===== config.mk =====
export PLATFORM = sky130hd
export DESIGN_NAME = uart_tx_controller_flat
export DESIGN_NICKNAME = d
export VERILOG_FILES = /design/src/rtl/uart_pkg.sv /design/src/rtl/uart_tx_controller_if.sv /design/src/rtl/uart_bit_timer.sv /design/src/rtl/uart_tx_controller.sv /design/src/flat_wrapper.sv
export SDC_FILE = /design/constraint.sdc
export NUM_CORES = 1
export LEC_CHECK = 0
export CORE_UTILIZATION = 56
export CTS_CLUSTER_DIAMETER = 120
export CTS_CLUSTER_SIZE = 40
export DETAILED_ROUTE_END_ITERATION = 10
export PLACE_DENSITY = 0.93
export SETUP_SLACK_MARGIN = 0.15
export SYNTH_ARGS = -nofsm -noshare
export SYNTH_HDL_FRONTEND = slang
export SYNTH_SLANG_ARGS = --single-unit

===== constraint.sdc =====
create_clock -name clk -period 4.57 [get_ports clk]
set_clock_uncertainty 0.2 [all_clocks]
set_input_delay 0.914 -clock clk [delete_from_list [all_inputs] [get_ports clk]]
set_output_delay 0.914 -clock clk [all_outputs]
set_load 0.1 [all_outputs]

===== src/rtl/uart_pkg.sv =====
// ============================================================================
// Package    : uart_pkg
// Description: Shared UART types and constants (FSM states, line levels,
//              baud select codes common to the baud controller).
// Revision   : 1.0 - initial release
// ============================================================================
`default_nettype none

package uart_pkg;

  typedef enum logic [2:0] {
    ST_IDLE   = 3'd0,
    ST_START  = 3'd1,
    ST_DATA   = 3'd2,
    ST_PARITY = 3'd3,
    ST_STOP   = 3'd4
  } tx_state_t;

  localparam logic TXD_IDLE  = 1'b1;
  localparam logic TXD_START = 1'b0;

  localparam int DEFAULT_OVERSAMPLE = 16;

  // Baud select codes decoded by the baud controller.
  localparam logic [1:0] BAUD_SEL_9600   = 2'd0;
  localparam logic [1:0] BAUD_SEL_19200  = 2'd1;
  localparam logic [1:0] BAUD_SEL_57600  = 2'd2;
  localparam logic [1:0] BAUD_SEL_115200 = 2'd3;

endpackage

`default_nettype wire


===== src/rtl/uart_tx_controller_if.sv =====
// ============================================================================
// Interface  : uart_tx_controller_if
// Description: Host write / serial-side bundle of the UART transmitter.
// Revision   : 1.0 - initial release
// ============================================================================
`default_nettype none

interface uart_tx_controller_if #(
  parameter int DATA_BITS = 8
);

  logic                 sample_ENABLE;
  logic                 Tx_EN;
  logic                 Tx_WR;
  logic [DATA_BITS-1:0] Tx_DATA;
  logic                 TxD;
  logic                 Tx_BUSY;
  logic                 Tx_DONE;

  modport master (
    output sample_ENABLE, Tx_EN, Tx_WR, Tx_DATA,
    input  TxD, Tx_BUSY, Tx_DONE
  );

  modport slave (
    input  sample_ENABLE, Tx_EN, Tx_WR, Tx_DATA,
    output TxD, Tx_BUSY, Tx_DONE
  );

endinterface

`default_nettype wire


===== src/rtl/uart_bit_timer.sv =====
// ============================================================================
// Module     : uart_bit_timer
// Description: Counts oversample strobes per serial bit; pulses bit_end on
//              the OVERSAMPLE-th strobe. Synchronous clear has priority.
// Revision   : 1.0 - initial release
// ============================================================================
`default_nettype none

module uart_bit_timer
  import uart_pkg::*;
#(
  parameter int OVERSAMPLE = DEFAULT_OVERSAMPLE
) (
  input  logic clk,
  input  logic reset,
  input  logic clear,
  input  logic sample_enable,
  output logic bit_end
);

  localparam int              C_CW   = (OVERSAMPLE > 1) ? $clog2(OVERSAMPLE) : 1;
  localparam logic [C_CW-1:0] C_LAST = C_CW'(OVERSAMPLE - 1);

  logic [C_CW-1:0] r_count;
  logic            w_last;

  assign w_last  = (r_count == C_LAST);
  // A strobe arriving while cleared is dropped, not counted.
  assign bit_end = sample_enable && !clear && w_last;

  always_ff @(posedge clk) begin
    if (reset || clear) begin
      r_count <= '0;
    end else if (sample_enable) begin
      r_count <= w_last ? '0 : r_count + C_CW'(1);
    end
  end

endmodule

`default_nettype wire


===== src/rtl/uart_tx_controller.sv =====
// ============================================================================
// Module     : uart_tx_controller
// Description: UART transmit sequencer: start, DATA_BITS LSB-first, optional
//              even parity (macro UART_TX_PARITY_EN), one stop bit.
// Revision   : 1.0 - initial release
// ============================================================================
`default_nettype none

module uart_tx_controller
  import uart_pkg::*;
#(
  parameter int OVERSAMPLE = DEFAULT_OVERSAMPLE,
  parameter int DATA_BITS  = 8
) (
  input  logic               clk,
  input  logic               reset,
  uart_tx_controller_if.slave bus
);

  localparam int            C_IW       = $clog2(DATA_BITS + 1);
  localparam logic [C_IW-1:0] C_LAST_IDX = C_IW'(DATA_BITS - 1);

  tx_state_t            r_state,   w_state_next;
  logic [C_IW-1:0]      r_bit_idx, w_bit_idx_next;
  logic [DATA_BITS-1:0] r_shreg,   w_shreg_next;
  logic                 r_txd,     w_txd_next;
  logic                 r_busy;
  logic                 r_done,    w_done_next;
  logic                 w_accept;
  logic                 w_timer_clear;
  logic                 w_bit_end;
`ifdef UART_TX_PARITY_EN
  logic                 r_parity;
`endif

  // Held in clear while idle so a frame always starts from a zero count.
  assign w_timer_clear = (r_state == ST_IDLE);

  uart_bit_timer #(
    .OVERSAMPLE (OVERSAMPLE)
  ) u_bit_timer (
    .clk           (clk),
    .reset         (reset),
    .clear         (w_timer_clear),
    .sample_enable (bus.sample_ENABLE),
    .bit_end       (w_bit_end)
  );

  always_comb begin
    w_state_next   = r_state;
    w_bit_idx_next = r_bit_idx;
    w_shreg_next   = r_shreg;
    w_done_next    = 1'b0;
    w_accept       = 1'b0;
    w_txd_next     = TXD_IDLE;

    unique case (r_state)
      ST_IDLE: begin
        if (bus.Tx_EN && bus.Tx_WR) begin
          w_accept       = 1'b1;
          w_state_next   = ST_START;
          w_bit_idx_next = '0;
          w_shreg_next   = bus.Tx_DATA;
        end
      end
      ST_START: begin
        if (w_bit_end) begin
          w_state_next = ST_DATA;
        end
      end
      ST_DATA: begin
        if (w_bit_end) begin
          // Shifting keeps the current data bit at position 0.
          w_shreg_next = r_shreg >> 1;
          if (r_bit_idx == C_LAST_IDX) begin
            w_bit_idx_next = '0;
`ifdef UART_TX_PARITY_EN
            w_state_next   = ST_PARITY;
`else
            w_state_next   = ST_STOP;
`endif
          end else begin
            w_bit_idx_next = r_bit_idx + C_IW'(1);
          end
        end
      end
`ifdef UART_TX_PARITY_EN
      ST_PARITY: begin
        if (w_bit_end) begin
          w_state_next = ST_STOP;
        end
      end
`endif
      ST_STOP: begin
        if (w_bit_end) begin
          w_state_next = ST_IDLE;
          w_done_next  = 1'b1;
        end
      end
      default: begin
        w_state_next = ST_IDLE;
      end
    endcase

    unique case (w_state_next)
      ST_START:  w_txd_next = TXD_START;
      ST_DATA:   w_txd_next = w_shreg_next[0];
`ifdef UART_TX_PARITY_EN
      ST_PARITY: w_txd_next = r_parity;
`endif
      default:   w_txd_next = TXD_IDLE;
    endcase
  end

  always_ff @(posedge clk) begin
    if (reset) begin
      r_state   <= ST_IDLE;
      r_bit_idx <= '0;
      r_shreg   <= '0;
      r_txd     <= TXD_IDLE;
      r_busy    <= 1'b0;
      r_done    <= 1'b0;
    end else begin
      r_state   <= w_state_next;
      r_bit_idx <= w_bit_idx_next;
      r_shreg   <= w_shreg_next;
      r_txd     <= w_txd_next;
      r_busy    <= (w_state_next != ST_IDLE);
      r_done    <= w_done_next;
    end
  end

`ifdef UART_TX_PARITY_EN
  // Parity is taken from the byte as latched, since the shifter consumes it.
  always_ff @(posedge clk) begin
    if (reset) begin
      r_parity <= 1'b0;
    end else if (w_accept) begin
      r_parity <= ^bus.Tx_DATA;
    end
  end
`endif

  assign bus.TxD     = r_txd;
  assign bus.Tx_BUSY = r_busy;
  assign bus.Tx_DONE = r_done;

endmodule

`default_nettype wire


===== src/flat_wrapper.sv =====
// flat-port wrapper written by rule: the top's interface ports become plain ports
module uart_tx_controller_flat import uart_pkg::*;
#(
  parameter int OVERSAMPLE = DEFAULT_OVERSAMPLE,
  parameter int DATA_BITS  = 8
)
  (clk, reset, bus_sample_ENABLE, bus_Tx_EN, bus_Tx_WR, bus_Tx_DATA, bus_TxD, bus_Tx_BUSY, bus_Tx_DONE);
  uart_tx_controller_if #(.DATA_BITS(DATA_BITS)) bus_i ();
  input  logic clk;
  input  logic reset;
  input wire logic [$bits(bus_i.sample_ENABLE)-1:0] bus_sample_ENABLE;
  input wire logic [$bits(bus_i.Tx_EN)-1:0] bus_Tx_EN;
  input wire logic [$bits(bus_i.Tx_WR)-1:0] bus_Tx_WR;
  input wire logic [$bits(bus_i.Tx_DATA)-1:0] bus_Tx_DATA;
  output wire logic [$bits(bus_i.TxD)-1:0] bus_TxD;
  output wire logic [$bits(bus_i.Tx_BUSY)-1:0] bus_Tx_BUSY;
  output wire logic [$bits(bus_i.Tx_DONE)-1:0] bus_Tx_DONE;
  assign bus_i.sample_ENABLE = bus_sample_ENABLE;
  assign bus_i.Tx_EN = bus_Tx_EN;
  assign bus_i.Tx_WR = bus_Tx_WR;
  assign bus_i.Tx_DATA = bus_Tx_DATA;
  assign bus_TxD = bus_i.TxD;
  assign bus_Tx_BUSY = bus_i.Tx_BUSY;
  assign bus_Tx_DONE = bus_i.Tx_DONE;
  uart_tx_controller #(.OVERSAMPLE(OVERSAMPLE), .DATA_BITS(DATA_BITS)) u_core (.clk(clk), .reset(reset), .bus(bus_i));
endmodule

# Yosys cells after proc, flatten, opt, wreduce, memory -nomap -nowiden
# Cells that the tools add are included.
[classes]
order_cmp = 0
n_addsub = 2
bitwise = 1
eq_ne = 9
shift = 0
mul = 0
n_mux = 16
n_div = 0
reduce_logical = 10
[op_table]
columns = ["cell", "count"]
rows = [
  ["4-bit two-way mux", 4],
  ["8-bit two-way mux", 2],
  ["8-bit case mux with 2 select lines", 1],
  ["3-bit two-way mux", 5],
  ["3-bit case mux with 4 select lines", 1],
  ["4-bit by 1-bit adder with 4-bit output (second input constant)", 2],
  ["4-bit case mux with 2 select lines", 1],
  ["3-bit by 1-bit == test with 1-bit output (second input constant)", 2],
  ["3-bit by 2-bit == test with 1-bit output (second input constant)", 2],
  ["4-bit by 3-bit == test with 1-bit output (second input constant)", 1],
  ["4-bit == test (second input constant)", 1],
  ["3-bit == test (second input constant)", 1],
  ["1-bit logical AND", 3],
  ["3-bit logical NOT", 1],
  ["3-bit AND reduction", 1],
  ["3-bit nonzero test", 1],
  ["2-bit by 1-bit != test with 1-bit output (second input constant)", 1],
  ["2-bit != test (second input constant)", 1],
  ["1-bit case mux with 2 select lines", 1],
  ["2-bit nonzero test", 1],
  ["2-bit OR reduction", 1],
  ["1-bit logical NOT", 1],
  ["1-bit logical OR", 1],
  ["1-bit two-way mux", 1],
  ["1-bit inverter", 1],
]
[word_totals]
inputBits = 13
word_cells = 46
romBits = 0
ram_bits = 0
mem_count = 0
output_inout_bits = 3
latchBits = 0
regBits = 22

# Longest topological paths before layout
# Gate-level depths: netlist of run 1.
[depth]
ltp_word = 8
depth_mapped = 7
ltp_nobuf = 5

# Cells and area by module
# A second synthesis of run 1 with hierarchy kept.
[hier_totals]
cells_unflattened = 124
area_unflattened_um2 = 1113.6
[by_module_without_submodules]
columns = ["module", "cells_each", "area_per_inst_um2", "instances", "seq_area_each_um2"]
rows = [
  ["uart_tx_controller", 105, 925.9, 1, 360.3],
  ["uart_bit_timer", 19, 187.7, 1, 80.1],
]

# Least setup slack after synthesis of run 1
# OpenSTA, ideal clock, no wires.
[synth_path]
kind = "reg2out"
start = "reg u_core.r_txd, in the netlist u_core.bus.TxD"
end = "out bus_TxD"
slack_ns = 2.547
arrival_ns = 0.909
stages_incl_launch_ff = 1
path_buffers = 0
required_ns = 3.456
cell_sequence = "dfxtp_1"
[synth_lines]
columns = ["item", "line_no", "text"]
rows = [
  ["start: declaration", "uart_tx_controller.sv:26", "logic r_txd, w_txd_next;"],
  ["start signal: assignment", "uart_tx_controller.sv:127", "r_txd <= w_txd_next;"],
  ["end: declaration", "flat_wrapper.sv:15", "output wire logic [$bits(bus_i.TxD)-1:0] bus_TxD;"],
]
# No word-level cell between the ends.

# Worst setup path in the final report of run 1
[layout_path]
start = "reg u_core.r_txd, in the netlist u_core.bus.TxD"
end = "out bus_TxD"
# No word-level cell between the ends.

==> results of run 1 <==
layout make-up:
cell class / count / area (µm²)
clock inverter: 1 / 30.03
multi-input combinational: 87 / 566.8
fill: 148 / 519.2
tap: 25 / 31.28
inverter: 1 / 3.754
clock buffer: 3 / 22.52
sequential: 22 / 440.4
timing repair buffer: 15 / 150.1
cells by family (layout without fill, tap and decap cells):
kind of cell	after synthesis	count (layout)
AND/OR/NAND/NOR	47	47
AO/OA/AOI/OAI	34	34
flip-flops	22	22
buffers and inverters	9	20
XOR/XNOR	3	3
adder cells (fa/ha/maj)	2	2
multiplexers	1	1
power groups by stage:
stage / sequential [µW] / combinational, µW / clock [µW]
global route: 203 / 49.7 / 159
detailed placement: 206 / 45.9 / 0
CTS: 202 / 46.0 / 151
floorplan: 214 / 21.7 / 0
global placement: 206 / 44.6 / 0
finish: 202 / 46.1 / 149
cell usage after synthesis, types with 2 or more instances:
library cell | instances | area, µm²
nand2b_1 | 3 | 18.77
nand2_1 | 12 | 45.04
nor4_1 | 2 | 12.51
dfxtp_1 | 22 | 440.4
a21oi_1 | 14 | 70.07
xor2_1 | 2 | 17.52
ha_1 | 2 | 25.02
a32oi_1 | 2 | 17.52
nor3_1 | 6 | 30.03
nor2b_1 | 2 | 12.51
clkbuf_1 | 3 | 11.26
nor2_1 | 8 | 30.03
a22oi_1 | 9 | 67.56
nand3b_1 | 2 | 15.01
buf_6 | 3 | 33.78
nand4_1 | 2 | 12.51
through the flow:
stage	power, µW	hold WS (ps)	worst slack (ps)	utilization, %	cell area [µm²]
after floorplan	236.0	236.5	2547	-	1069
after global placement	250.6	243.7	1783	67.59	1192
after detailed placement	252.2	250.8	1767	67.59	1192
after CTS	398.6	268.4	1685	70.57	1245
after global routing	411.9	282.5	1631	70.57	1245
final	396.7	268.5	1690	70.57	1245
per-layer routing:
metal	vias up	part of all wire (%)	global-route usage, %
met5	-	0	0
met4	0	2.2	13.94
met3	7	5.1	3.968
met2	34	49	37.43
met1	434	44	29.21
li1	460	-	-
worst paths after layout:
| path | startpoint | end | slack, ps | cells after the start |
|---|---|---|---|---|
| setup / recovery | u_core.bus.TxD$_SDFF_PP1_ | bus_TxD | 1690 | 1 |
| hold / removal | u_core.r_shreg[0]$_SDFF_PP0_ | u_core.r_shreg[0]$_SDFF_PP0_ | 270 | 2 |
| setup reg to reg | u_core.r_state[0]$_SDFF_PP0_ | u_core.bus.TxD$_SDFF_PP1_ | 2670 | 4 |
| hold reg to reg | u_core.r_shreg[0]$_SDFF_PP0_ | u_core.r_shreg[0]$_SDFF_PP0_ | 270 | 2 |
flip-flops by register name, indices dropped and copies added, names as in the netlist:
| register | cells |
|---|---|
| u_core.r_shreg | 8 |
| u_core.bus.Tx_BUSY | 1 |
| u_core.u_bit_timer.r_count | 4 |
| u_core.bus.TxD | 1 |
| u_core.r_bit_idx | 4 |
| u_core.r_state | 3 |
| u_core.bus.Tx_DONE | 1 |
==> flow_summary.ini, run 1 <==
[worst_setup_path]
critPathLaunchType = register
arrival_ps = 1770
critPathSlowestCell = clkdlybuf4s50_1
path_max_fanout = 1
max_stage_delay_ps = 1120
path_class = register to primary output
crit_chain = clkdlybuf4s50_1
critPathTopFamily = buffers and inverters
cp-end-kind = primary output
crit_buf_inv = 1
cp.required_ps = 3460

[grt]
grt_pass1_wl_um = 3463
antenna_found_initial = 0
grt-ovfl-total = 0
grtUsageTotal_pct = 23.38
grt_max_degree = 20
grt_pass1_vias = 837

[finish]
drive_above_1_share_pct = 7.752
fin_nets = 145
antennaDiodeCount = 0
fin_cells = 154
layout_commonest_cell = dfxtp_1
syn2layout_area_growth_pct = 16.51
final_cell_mix = dfxtp_1 (22), clkdlybuf4s50_1 (15), a21oi_1 (14), nand2_1 (12), a22oi_1 (9)

[logic_synthesis]
synth_edf_count = 0
synth-simple-area-share_pct = 24.71
synth_cell_type_count = 40
synthCells = 118
syn_area_um2 = 1069
synth_seq_cells = 22
synthArstFlopShare_pct = 0
synth-compound-area-share_pct = 22.60
synthAdderAreaFrac_pct = 2.342
synth_top_family_by_area = simple AND/OR/NAND/NOR gates
synth_xor_area_share_pct = 2.459
ys_warn_count = 0
seq_area_frac_synth_pct = 41.22
syn-num-nets = 133
synth_flop_cell = dfxtp_1
synth.avg_cell_area_um2 = 9.055
muxShareOfSynthArea_pct = 0.9368

[timing]
min_period_ps = 2880
finalCritPeriodShare_pct = 63.02
rsz0062_at_grt = no
worst_slew_pin_slew_ps = 964.7
finalHoldViolations = 0
max_slew_margin_pct = 35.48
drv_slew = 0
finalSetupViolations = 0
final.setup.tns_ps = 0
max_freq_ghz = 0.3472

[clock_network]
path_clk_slew_ps = 120
cts_made_buffers = 3
insertion_delay_ps = 320
hold_buffers = 0
clock-root-buffer = clkbuf_4
post_cts_resize_count = 0
tritoncts = done
cts_buffer_depth = 2
clkSinkCount = 22
cts_setup_buffers = 0
cts_max_level = 1

[pwr]
switching_share_pct = 22.75
p_leak_uw = 0.0004215
comb_power_share_pct = 11.6
powerDensity_nw_per_um2 = 318.7
power_frac_seq_pct = 50.9
clock_power_share_pct = 37.5
ir_worst_vdd_v = 0.0002195
switchingPower_uw = 90.26
p_int_uw = 306.5

[floorplan]
dieArea_um2 = 2087
pin_count = 16
start_util_pct = 60.57
die_h_um = 45.68
die_x_um = 45.68
num_rows = 15
core_area_um2 = 1764

[drt]
ant_nets = 0
drc_errors = 0
vias = 935
wire_per_inst_um = 13.86
via_per_inst = 6.071
firstDrtPassIters = 4
wl_um = 2135
drtIter0Drc = 44

[placed_design]
gp_congestion = 0.7696
dp_hpwl_um = 1464
placed_cells = 150
io_buffers = 15

[worst_hold_path]
hp-class = register to register

[run_status]
status = complete, no violations

[flow_run]
cap_viol_max_count = 0
Note: power is estimated with default switching activity, not from simulation.
==> inputs of run 2 (changes only) <==
- CORE_UTILIZATION: 56 -> 52
- PLACE_DENSITY: 0.93 -> 0.88
- clock period: 4.57 -> 2.89 ns (I/O delays scaled with it)
==> run 2 against run 1 <==
  * Count of clock-buffer cells in the layout up 1
  * Via count is 2.9% lower
  * Critical path type is now primary input to register
  * Routed wire length shrank 3.7%
  * Global-route usage is 2.8 points lower
  * Sequential power increased by 58%
  * Sequential share of layout area grew 0.40 points
  * Combinational power rose by 57%
  * Utilization down 7.2 points
==> flow_summary.ini, run 2 (synthesis gave the netlist of run 1 again) <==
[run_status]
status = complete, no violations

[finish]
final_cell_mix = dfxtp_1 (22), a21oi_1 (14), nand2_1 (12), clkdlybuf4s50_1 (12), a22oi_1 (9)
antennaDiodeCount = 0
largest_reg_flops = 8
multi_input_area_um2 = 566.8
register_area_um2 = 440.4
layout_commonest_cell = dfxtp_1
syn2layout_area_growth_pct = 15.22
fin_nets = 146
top_register = u_core.r_shreg
reg_top3 = u_core.r_shreg: 8 flops, u_core.r_bit_idx: 4 flops, u_core.u_bit_timer.r_count: 4 flops
post-route-util_pct = 63.40
fill_cells = 166
drive_above_1_share_pct = 10.77

[timing]
max_slew_margin_pct = 69.31
finalSetupViolations = 0
max_freq_ghz = 0.4793
drv_slew = 0
finalCritPeriodShare_pct = 72.20
finalHoldViolations = 0
final.setup.tns_ps = 0
rsz0062_at_grt = no
min_period_ps = 2087
holdWs_ps = 270.6
worst_slew_pin_slew_ps = 460.3

[clock_network]
clkSinkCount = 22
cts_buffer_depth = 2
insertion_delay_ps = 320
post_cts_resize_count = 0
clock-root-buffer = clkbuf_4
cts_made_buffers = 3
path_clk_slew_ps = 110
cts_setup_buffers = 0
hold_buffers = 0
cts_max_level = 1
tritoncts = done

[placed_design]
gp_congestion = 0.7738
io_buffers = 15
dp_hpwl_um = 1430

[grt]
antenna_found_initial = 0
grt-ovfl-total = 0
grt_pass1_wl_um = 3215
grt_pass1_vias = 742
grt_max_degree = 19
grtUsageTotal_pct = 20.63

[worst_setup_path]
timing.rr.start = u_core.r_state[0]$_SDFF_PP0_
max_stage_delay_ps = 520
critPathSlowestCell = clkdlybuf4s50_1
cp-end-kind = register
r2r_end = u_core.bus.TxD$_SDFF_PP1_
r2r_cells = 4
path_max_fanout = 12
arrival_ps = 2130
crit_chain = clkdlybuf4s50_1 > and4_1 > a32oi_4 > nand2_1 > a21oi_1
critPathLaunchType = primary input
cp.required_ps = 2940
path_class = primary input to register
rrSetupSlack_ps = 980

[worst_hold_path]
hp-class = register to register
holdPathEnd = u_core.r_shreg[3]$_SDFFE_PP0P_
hp-start = u_core.r_shreg[3]$_SDFFE_PP0P_
hold_depth = 2

[pwr]
ir_worst_vdd_v = 0.0002941
p_leak_uw = 0.0004233
powerDensity_nw_per_um2 = 456.3

[floorplan]
die_x_um = 47.33
dieArea_um2 = 2240
start_util_pct = 55.03
core_area_um2 = 1942
pin_count = 16
die_h_um = 47.33
num_rows = 16

[drt]
drtIter0Drc = 34
wire_per_inst_um = 13.10
firstDrtPassIters = 4
via_per_inst = 5.783
wl_um = 2056
ant_nets = 0
drc_errors = 0
vias = 908

[flow_run]
cap_viol_max_count = 0
## run 2: changes by cell type in the layout (fill, tap and decap cells not counted)
cell / before / now
buf_4: 0 / 4
clkdlybuf4s50_1: 15 / 12
bufinv_16: 1 / 0
clkbuf_8: 0 / 1
## run 2: through the flow
step / cell area [µm²] / std cells / setup slack (ps) / total power, µW
floorplan: 1069 / 118 / 1203 / 373.2
global placement: 1195 / 153 / 528.3 / 397.1
detailed placement: 1195 / 153 / 488.8 / 398.7
CTS: 1231 / 157 / 804.4 / 567.1
global route: 1231 / 157 / 692.5 / 584.6
finish: 1231 / 157 / 803.5 / 561.8
## run 2: critical path: cells and delay by family
family / cells / cell delay (ps)
AOI/OAI and AO/OA: 2 / 570
buffers and inverters: 1 / 520
and+or+nand+nor: 2 / 470
## run 2: per-layer routing
metal / wire [µm] / track usage, % / vias to the layer above
met4: 41 / 10.29 / 0
met5: 0 / 0 / -
met3: 60 / 3.462 / 5
met1: 957 / 27.21 / 426
met2: 996 / 32.33 / 20
li1: - / - / 457
## run 2: where the power goes
| part | total [µW] | switching [µW] | internal [µW] |
|---|---|---|---|
| combinational | 72.5 | 40.3 | 32.2 |
| clock | 170 | 92.6 | 77.1 |
| sequential | 320 | 7.50 | 312 |
## run 2: worst max path at each step
stage	startpoint	to
6_report	bus_sample_ENABLE	u_core.r_shreg[0]$_SDFF_PP0_
5_1_grt	bus_sample_ENABLE	u_core.r_bit_idx[0]$_SDFFE_PP0P_
4_1_cts	bus_sample_ENABLE	u_core.r_shreg[0]$_SDFF_PP0_
3_5_place_dp	bus_sample_ENABLE	u_core.r_shreg[6]$_SDFFE_PP0P_
3_3_place_gp	bus_sample_ENABLE	u_core.r_shreg[5]$_SDFFE_PP0P_
2_1_floorplan	u_core.bus.TxD$_SDFF_PP1_	bus_TxD
## run 2: final cells by class
cell class,instances,share of cell area [%]
Multi-Input combinational cell,87,46.04
Sequential cell,22,35.77
Timing Repair Buffer,16,12.20
Clock buffer,4,2.947
Tap cell,27,2.744
Inverter,1,0.3049
==> inputs of run 3 (changes only) <==
- clock period: 2.89 -> 2.2 ns (I/O delays scaled with it)
==> run 3 against run 2 <==
  * Sequential share of layout area decreased by 1.3 points
  * Flip-flop and latch count unchanged
  * Critical path depth decreased by 1
  * Routed wire length increased by 4.5%
  * Count of clock-buffer cells in the layout did not move
  * Highest routed layer unchanged
==> flow_summary.ini, run 3 (synthesis gave the netlist of run 1 again) <==
[grt]
grt-ovfl-total = 0
grt_max_degree = 19
grtUsageTotal_pct = 22.19
antenna_found_initial = 0
grt_pass1_vias = 793
grt_pass1_wl_um = 3436

[finish]
design_area_um2 = 1276
fin_cells = 163
drive_above_1_share_pct = 14.71
reg_top3 = u_core.r_shreg: 8 flops, u_core.r_bit_idx: 4 flops, u_core.u_bit_timer.r_count: 4 flops
layout_commonest_cell = dfxtp_1
fin_nets = 152
top_register = u_core.r_shreg
largest_reg_flops = 8
fill_cells = 164
post-route-util_pct = 65.72
final_cell_mix = dfxtp_1 (22), a21oi_1 (14), nand2_1 (12), clkdlybuf4s50_1 (12), buf_4 (10)
syn2layout_area_growth_pct = 19.44
antennaDiodeCount = 0

[drt]
via_per_inst = 5.718
wl_um = 2149
ant_nets = 0
vias = 932
wire_per_inst_um = 13.18
drc_errors = 0
drtIter0Drc = 24
firstDrtPassIters = 4

[placed_design]
io_buffers = 15
post_dp_cell_area_um2 = 1240
gp_congestion = 0.8340
placed_cells = 159
dp_hpwl_um = 1551

[worst_setup_path]
cp.required_ps = 2220
rrSetupSlack_ps = 310
path_max_fanout = 14
r2r_cells = 4
cp-end-kind = register
critPathLaunchType = register
arrival_ps = 1910
r2r_end = u_core.r_bit_idx[0]$_SDFFE_PP0P_
timing.rr.start = u_core.r_state[1]$_SDFF_PP0_
path_class = register to register
cp-startpoint = u_core.r_state[1]$_SDFF_PP0_
crit_end = u_core.r_bit_idx[0]$_SDFFE_PP0P_

[flow_run]
cap_viol_max_count = 0

[clock_network]
path_clk_slew_ps = 120
insertion_delay_ps = 310
cts_max_level = 1
tritoncts = done
cts_buffer_depth = 2
post_cts_resize_count = 0
clkSinkCount = 22
hold_buffers = 0
cts_setup_buffers = 0
cts_made_buffers = 3
clock-root-buffer = clkbuf_4

[floorplan]
dieArea_um2 = 2240
core_area_um2 = 1942
num_rows = 16
pin_count = 16
start_util_pct = 55.03
die_x_um = 47.33
die_h_um = 47.33

[timing]
drv_slew = 0
finalHoldViolations = 0
max_slew_margin_pct = 69.22
finalCritPeriodShare_pct = 86.09
finalSetupViolations = 0
worst_slew_pin_slew_ps = 459.6
final.setup.tns_ps = 0
rsz0062_at_grt = no
min_period_ps = 1894
max_freq_ghz = 0.5280

[pwr]
powerDensity_nw_per_um2 = 585.6
power_frac_seq_pct = 56.2
p_int_uw = 557.5
p_leak_uw = 0.0004536
p_total_uw = 747.4
comb_power_share_pct = 13.4
switchingPower_uw = 189.9
switching_share_pct = 25.41
clock_power_share_pct = 30.3
ir_worst_vdd_v = 0.0004866

[worst_hold_path]
hp-class = register to register

[run_status]
status = complete, no violations
## run 3: cell types whose count changed in the layout (fill, tap and decap cells not counted), sizes merged
cell / delta
buf: +6
## run 3: worst min-delay path by stage
stage | start | end | cells after the start
finish | u_core.r_shreg[4]$_SDFFE_PP0P_ | u_core.r_shreg[4]$_SDFFE_PP0P_ | 2
global route | u_core.r_shreg[4]$_SDFFE_PP0P_ | u_core.r_shreg[4]$_SDFFE_PP0P_ | 2
CTS | u_core.r_shreg[4]$_SDFFE_PP0P_ | u_core.r_shreg[4]$_SDFFE_PP0P_ | 2
detailed placement | u_core.r_shreg[4]$_SDFFE_PP0P_ | u_core.r_shreg[4]$_SDFFE_PP0P_ | 2
global placement | u_core.r_shreg[3]$_SDFFE_PP0P_ | u_core.r_shreg[3]$_SDFFE_PP0P_ | 2
floorplan | u_core.r_shreg[0]$_SDFF_PP0_ | u_core.r_shreg[0]$_SDFF_PP0_ | 2
## run 3: power groups by stage
stage          sequential, µW  clock [µW]  combinational (µW)
3_3_place_gp              428           0                97.7
6_report                  420         227                 100
3_5_place_dp              429           0                99.9
5_1_grt                   422         246                 108
4_1_cts                   420         232                 100
2_1_floorplan             445           0                45.1
## run 3: area by class of cell
cell class                 count  area, µm²  share of cell area [%]
clock buffer                   4      36.28                   2.843
inverter                       1      3.754                  0.2941
multi-input combinational     87      566.8                   44.41
sequential                    22      440.4                   34.51
tap                           27      33.78                   2.647
timing repair buffer          22      195.2                   15.29
## run 3: through the flow
| stage | setup slack (ps) | hold WS [ps] |
|---|---|---|
| after floorplan | 559.5 | 236.5 |
| after global placement | 121.6 | 242.9 |
| after detailed placement | 86.35 | 246.7 |
| after CTS | 349.1 | 263.6 |
| after global routing | 206.3 | 291.9 |
| final | 305.9 | 261.4 |
## run 3: worst max-delay path: stages (launching register included)
cell and delay, ps:
dfxtp_1 600, nor3b_2 490, a32oi_4 200, a21oi_1 260, nor2_1 50
## run 3: per-layer routing
metal	share of wire [%]	track usage (%)
met1	45	27.38
met2	49	35.62
met3	3.7	5.000
met4	2.3	12.00
met5	0	0
